==> config.mk <==
export PLATFORM = sky130hd
export DESIGN_NAME = teatris_gerador_pecas
export DESIGN_NICKNAME = d
export VERILOG_FILES = /design/src/rtl/teatris_pecas_pkg.sv /design/src/rtl/teatris_tabela_pecas.sv /design/src/rtl/teatris_gerador_pecas.sv
export SDC_FILE = /design/constraint.sdc
export NUM_CORES = 1
export LEC_CHECK = 0
export ABC_AREA = 1
export CAP_MARGIN = 10
export CORE_MARGIN = 3
export CORE_UTILIZATION = 41
export CTS_CLUSTER_SIZE = 30
export DETAILED_ROUTE_END_ITERATION = 10
export GPL_TIMING_DRIVEN = 0
export HOLD_SLACK_MARGIN = 0.03
export PLACE_DENSITY = 0.78
export SLEW_MARGIN = 20
export SYNTH_ARGS = -nofsm -noshare
export SYNTH_HDL_FRONTEND = slang
export SYNTH_SLANG_ARGS = --single-unit
==> constraint.sdc <==
create_clock -name clock -period 1.68 [get_ports clock]
set_input_delay 0.252 -clock clock [delete_from_list [all_inputs] [get_ports clock]]
set_output_delay 0.252 -clock clock [all_outputs]
set_load 0.005 [all_outputs]
==> src/rtl/teatris_pecas_pkg.sv <==
// Shared constants for the Teatris piece generator: default sizes, the
// 7-segment style pattern table and the command decode type.
package teatris_pecas_pkg;

  localparam int N_PECAS_PADRAO = 4;
  localparam int N_ROT_PADRAO   = 4;
  localparam int LARGURA_PADRAO = 16;
  localparam int TAB_TAM        = 16;

  localparam logic [LARGURA_PADRAO-1:0] BRANCO = '1;

  typedef enum logic [2:0] {
    CMD_NENHUM,
    CMD_CARREGAR,
    CMD_REJEITAR,
    CMD_GIRAR,
    CMD_GIRAR_ANTI
  } comando_t;

  // Table is laid out piece-major: entry = peca*N_ROT + rotacao.
  function automatic logic [LARGURA_PADRAO-1:0] padrao_tabela(input int idx);
    logic [LARGURA_PADRAO-1:0] valor;
    case (idx)
      0:       valor = 16'hE7F7;
      1:       valor = 16'hE7E7;
      2:       valor = 16'hF7F7;
      3:       valor = 16'hE7FF;
      4:       valor = 16'hE7EF;
      5:       valor = 16'hEFE7;
      6:       valor = 16'hEFF7;
      7:       valor = 16'hF7EF;
      8:       valor = 16'hE7F7;
      9:       valor = 16'hEFE7;
      10:      valor = 16'hEFF7;
      11:      valor = 16'hF7E7;
      12:      valor = 16'hFFE7;
      13:      valor = 16'hE7E7;
      14:      valor = 16'hEFEF;
      15:      valor = 16'hF7EF;
      default: valor = BRANCO;
    endcase
    return valor;
  endfunction

endpackage

==> src/rtl/teatris_tabela_pecas.sv <==
// Registered pattern lookup: one clock after an index is presented the
// matching pattern appears; out-of-range indices show a blank display.
module teatris_tabela_pecas
  import teatris_pecas_pkg::*;
#(
  parameter int LARGURA    = LARGURA_PADRAO,
  parameter int N_ENTRADAS = TAB_TAM,
  parameter int IW         = 5
) (
  input  logic               clock,
  input  logic [IW-1:0]      index,
  output logic [LARGURA-1:0] padrao
);

  localparam int LW = (LARGURA < LARGURA_PADRAO) ? LARGURA : LARGURA_PADRAO;

  logic [LARGURA_PADRAO-1:0] entrada;
  logic [LARGURA-1:0]        proximo;

  // Bits wider than the stored table stay at 1 (segment off).
  always_comb begin
    entrada = padrao_tabela(int'(index));
    proximo = '1;
    if (int'(index) < N_ENTRADAS && int'(index) < TAB_TAM) begin
      for (int b = 0; b < LW; b++) begin
        proximo[b] = entrada[b];
      end
    end
  end

  always_ff @(posedge clock) begin
    padrao <= proximo;
  end

endmodule

==> src/rtl/teatris_gerador_pecas.sv <==
// Piece generator: decodes load/rotate commands into piece and rotation
// registers and drives the registered display pattern two edges later.
module teatris_gerador_pecas
  import teatris_pecas_pkg::*;
#(
  parameter int N_PECAS  = N_PECAS_PADRAO,
  parameter int N_ROT    = N_ROT_PADRAO,
  parameter int LARGURA  = LARGURA_PADRAO,
  localparam int LP      = $clog2(N_PECAS),
  localparam int LR      = $clog2(N_ROT)
) (
  input  logic               clock,
  input  logic               reset,
  input  logic               carregar,
  input  logic [LP-1:0]      peca_in,
  input  logic               girar,
  input  logic               girar_anti,
  output logic [LARGURA-1:0] padrao,
  output logic               valido,
  output logic [LP-1:0]      peca_atual,
  output logic [LR-1:0]      rotacao_atual,
  output logic               erro
);

  // One spare index bit guarantees the all-ones index lies past every entry.
  localparam int IW = LP + LR + 1;

  comando_t        comando;
  logic [LR-1:0]   rot_mais;
  logic [LR-1:0]   rot_menos;
  logic            aceito;
  logic            mostrar;
  logic [IW-1:0]   indice;

  always_comb begin
    comando = CMD_NENHUM;
    if (carregar) begin
      comando = (int'(peca_in) < N_PECAS) ? CMD_CARREGAR : CMD_REJEITAR;
    end else if (girar && !girar_anti) begin
      comando = CMD_GIRAR;
    end else if (girar_anti && !girar) begin
      comando = CMD_GIRAR_ANTI;
    end
  end

  always_comb begin
    rot_mais  = (rotacao_atual == LR'(N_ROT - 1)) ? '0 : rotacao_atual + 1'b1;
    rot_menos = (rotacao_atual == '0) ? LR'(N_ROT - 1) : rotacao_atual - 1'b1;
  end

  // Until the first accepted command after reset the display stays blank.
  always_ff @(posedge clock) begin
    if (reset) begin
      peca_atual    <= '0;
      rotacao_atual <= '0;
      mostrar       <= 1'b0;
      aceito        <= 1'b0;
      erro          <= 1'b0;
    end else begin
      erro   <= (comando == CMD_REJEITAR);
      aceito <= 1'b0;
      case (comando)
        CMD_CARREGAR: begin
          peca_atual    <= peca_in;
          rotacao_atual <= '0;
          mostrar       <= 1'b1;
          aceito        <= 1'b1;
        end
        CMD_GIRAR: begin
          rotacao_atual <= rot_mais;
          mostrar       <= 1'b1;
          aceito        <= 1'b1;
        end
        CMD_GIRAR_ANTI: begin
          rotacao_atual <= rot_menos;
          mostrar       <= 1'b1;
          aceito        <= 1'b1;
        end
        default: ;
      endcase
    end
  end

  always_ff @(posedge clock) begin
    if (reset) begin
      valido <= 1'b0;
    end else begin
      valido <= aceito;
    end
  end

  // Reset steers the lookup to the blank index so an in-flight update is dropped.
  always_comb begin
    if (reset || !mostrar) begin
      indice = '1;
    end else begin
      indice = IW'(peca_atual) * IW'(N_ROT) + IW'(rotacao_atual);
    end
  end

  teatris_tabela_pecas #(
    .LARGURA    (LARGURA),
    .N_ENTRADAS (N_PECAS * N_ROT),
    .IW         (IW)
  ) u_tabela (
    .clock  (clock),
    .index  (indice),
    .padrao (padrao)
  );

endmodule

==> impl_table.tex <==
\begin{tabular}{lr}
\hline
Metric & Value \\
\hline
\multicolumn{2}{l}{\textbf{Synthesis}} \\
Synthesized netlist cell count & 98 \\
Yosys reg bits & 12 \\
Post-Synthesis Mean Instance Area & about 7.3 µm² \\
Synth warnings & 0 \\
Number of distinct library cells after synthesis & 19 \\
Fraction of synthesized cell area taken by the top area cell type & approximately 34\% \\
Cell area after technology mapping & between 700 and 800 µm² \\
Largest cells by area after synthesis & sky130\_fd\_sc\_hd\_\_dfxtp\_1 (34\%), sky130\_fd\_sc\_hd\_\_buf\_4 (13\%), sky130\_fd\_sc\_hd\_\_nand2\_1 (9.5\%), sky130\_fd\_sc\_hd\_\_ha\_1 (7.0\%), sky130\_fd\_sc\_hd\_\_inv\_1 (6.3\%) \\
Sequential area share after synthesis & approximately a third \\
Area leader, netlist & sky130\_fd\_sc\_hd\_\_dfxtp\_1 \\
\multicolumn{2}{l}{\textbf{Floorplanning}} \\
Die extent in y & 47.71 µm \\
Effective utilization at floorplan & between 40\% and 50\% \\
Overall die width & about 48 µm \\
Boundary Pins & 29 \\
Core area & 1577 µm² \\
Die outline area & 2276 µm² \\
Standard-cell rows & 14 \\
\multicolumn{2}{l}{\textbf{Global routing}} \\
Antenna violations before repair & 0 \\
Number of global-route vias before repair & between 500 and 600 \\
Largest net degree at the start of global routing & 10 \\
Layer with the highest usage & met2 \\
Wire length of the first global-routing pass & 2228 µm \\
Routing usage on met3 & 2.632\% \\
Grt met1 use & 16.37\% \\
M2 GR Usage & 23.22\% \\
All-layer global routing usage & between 10\% and 20\% \\
Total overflow reported by the global router & 0 \\
\multicolumn{2}{l}{\textbf{Clocking}} \\
H-tree depth & 1 \\
Number of clock buffers inserted by TritonCTS & 3 \\
Clock tree from TritonCTS & done \\
Number of buffers inserted by post-CTS setup repair & 0 \\
\# resized after CTS & 0 \\
Clock transition time at the flip-flop clock pins of the worst setup and hold paths & 0.08 ns \\
Hold Buf Count CTS & 0 \\
CTS Root Cell & sky130\_fd\_sc\_hd\_\_clkbuf\_4 \\
Sinks on Clock Net & 12 \\
Max Root-Sink Buffers & 2 \\
Insertion delay of the later-clocked pin in the worst-skew pair & roughly 0.28 ns \\
\multicolumn{2}{l}{\textbf{Worst setup path}} \\
Worst reg-to-reg setup slack & 0.32 ns \\
Critical path, cell by cell & clkdlybuf4s50\_1 \\
Worst EP required & approximately 1.4 ns \\
Worst reg2reg endpoint & u\_tabela.padrao[11] \\
Slowest stage cell on the critical path & sky130\_fd\_sc\_hd\_\_clkdlybuf4s50\_1 \\
Crit-path leading delay family & buffers and inverters \\
Number of cell instances on the worst register-to-register path & 7 \\
WP buf/inv & 1 \\
Setup crit start kind & flop \\
Launch point of the worst path & rotacao\_atual[0] \\
R2r startpoint & mostrar \\
Crit path largest cell delay & 0.56 ns \\
CP Max Fanout & 6 \\
Kind of capture point of the worst setup path & output pin \\
Category of the most critical setup path & flop to output pin \\
CP arrival & 1.32 ns \\
\multicolumn{2}{l}{\textbf{Worst hold path}} \\
Worst Hold Path Cells & 2 \\
Hold WC Path Type & flop to flop \\
Endpoint of the worst hold-timing path & valido \\
Source of the worst hold timing path & aceito \\
\multicolumn{2}{l}{\textbf{STA}} \\
Accumulated negative setup slack & 0 ns \\
Hold violation count in the final report & 0 \\
Post-route clock skew & $\sim$0.0051 ns \\
Unrepaired setup endpoints after global routing & no \\
Number of failing setup endpoints in the final timing report & 0 \\
Final critical path time including I/O delays and setup & 1.575 ns \\
Fin crit share & 93.72\% \\
Setup slack after layout & 0.1055 ns \\
Worst-case hold slack & 0.4087 ns \\
Number of max-slew violations in the final report & 0 \\
Highest attainable clock frequency & between 600 and 700 MHz \\
\multicolumn{2}{l}{\textbf{Layout}} \\
Number of nets in the finished design & approximately 140 \\
Final instance area & 972.2 µm² \\
Final non-filler cell total & 145 \\
Layout-stage area growth over the synthesis result & 36.32\% \\
Number of antenna cells inserted & 0 \\
Proportion of layout cells with a drive suffix above 1 & 20.16\% \\
Final standard cell utilization of the core & about three fifths \\
\multicolumn{2}{l}{\textbf{Drt}} \\
Ratio of routed vias to standard cells & 4.455 \\
Average wire length per cell after detail routing & 9.345 µm \\
Routed wire length & between 1000 and 1500 µm \\
Detailed-router iteration count before antenna repair & 4 \\
Detailed-route via count & 646 \\
DRC violations left & 0 \\
Initial DRC count & 9 \\
Post-route ant nets & 0 \\
\multicolumn{2}{l}{\textbf{Place}} \\
Number of I/O port buffers & 16 \\
Setup slack after placement & -0.1542 ns \\
Cell area after placement & 934.6 µm² \\
RePlAce Congestion & 0.8358 \\
Placed wire-length estimate after detailed placement & 1106 µm \\
Cells after DPL & 141 \\
\multicolumn{2}{l}{\textbf{Pwr}} \\
Internal Pwr Total & approximately 0.54 mW \\
Power Total & between 0.7 and 0.8 mW \\
Peak supply drop & about 0.00033 V \\
Switching Share & 27.95\% \\
Power share of the combinational group & between 20\% and 30\% \\
Cell leakage power & 0.4821 nW \\
Power spent charging and discharging nets & 0.2077 mW \\
Share of power burned in registers & 44.1\% \\
Total power per unit cell area & approximately 760 nW/µm² \\
Clock network fraction of design power & 31.6\% \\
\multicolumn{2}{l}{\textbf{Job}} \\
Maximum Capacitance Violations & 0 \\
\multicolumn{2}{l}{\textbf{Outcome}} \\
Outcome & finished, final reports clean \\
\hline
\end{tabular}
registers in the layout (all words and copies together), names as in the netlist:
signal / flops
mostrar: 1
valido: 1
aceito: 1
erro: 1
u_tabela.padrao: 4
rotacao_atual: 2
peca_atual: 2
per-layer routing:
layer,vias to the layer above,routed length [µm]
met3,2,89
met2,28,649
met4,0,24
li1,343,-
met5,-,0
met1,273,591
synthesized netlist by cell type (all sizes together):
master / number
nand3: 5
nor2: 12
conb: 2
buf: 12
inv: 17
ha: 4
o21ai: 6
a31oi: 1
dfxtp: 12
nand2: 19
o21a: 1
or2: 1
nand4: 1
o31ai: 1
a21oi: 4
cell families after synthesis:
group	Yosys count	synth area share, %
and+or+nand+nor	38	25.97
buffers and inverters	29	21.58
AOI/OAI and AO/OA	13	10.70
DFF	12	33.68
adders and majority gates	4	7.018
other	2	1.053
cell type report:
class / instances / area (µm²)
buffer: 12 / 90.09
tap: 16 / 20.02
clock buffer: 4 / 36.28
timing repair buffer: 16 / 160.2
fill: 136 / 604.3
sequential: 12 / 241.5
inverter: 17 / 63.81
multi-input combinational: 68 / 360.3
power groups by stage:
stage / registers [mW] / logic [mW] / clock network (mW)
2_1_floorplan: 0.333 / 0.112 / 0
3_3_place_gp: 0.334 / 0.174 / 0
3_5_place_dp: 0.334 / 0.180 / 0
4_1_cts: 0.328 / 0.181 / 0.239
5_1_grt: 0.331 / 0.207 / 0.251
6_report: 0.328 / 0.181 / 0.234
cells in the final DEF, fill, tap and decap left out, drive strengths merged:
| cell | instances |
|---|---|
| nor2 | 12 |
| nand4 | 1 |
| clkbuf | 4 |
| a21oi | 4 |
| inv | 17 |
| ha | 4 |
| buf | 12 |
| nand2 | 19 |
| dfxtp | 12 |
| o21a | 1 |
| clkdlybuf4s50 | 16 |
| o21ai | 6 |
| a31oi | 1 |
| nand3 | 5 |
| o31ai | 1 |
| or2 | 1 |
| conb | 13 |
worst max path at each step:
stage / end / slack [ns] / cells past startpoint
3_5_place_dp: u_tabela.padrao[11] / -0.15 / 9
5_1_grt: u_tabela.padrao[11] / 0.01 / 9
4_1_cts: peca_atual[0] / 0.04 / 1
3_3_place_gp: u_tabela.padrao[11] / -0.12 / 9
2_1_floorplan: u_tabela.padrao[11] / 0.40 / 7
6_report: rotacao_atual[0] / 0.11 / 1
No activity file was read; power rests on OpenSTA's default activity.
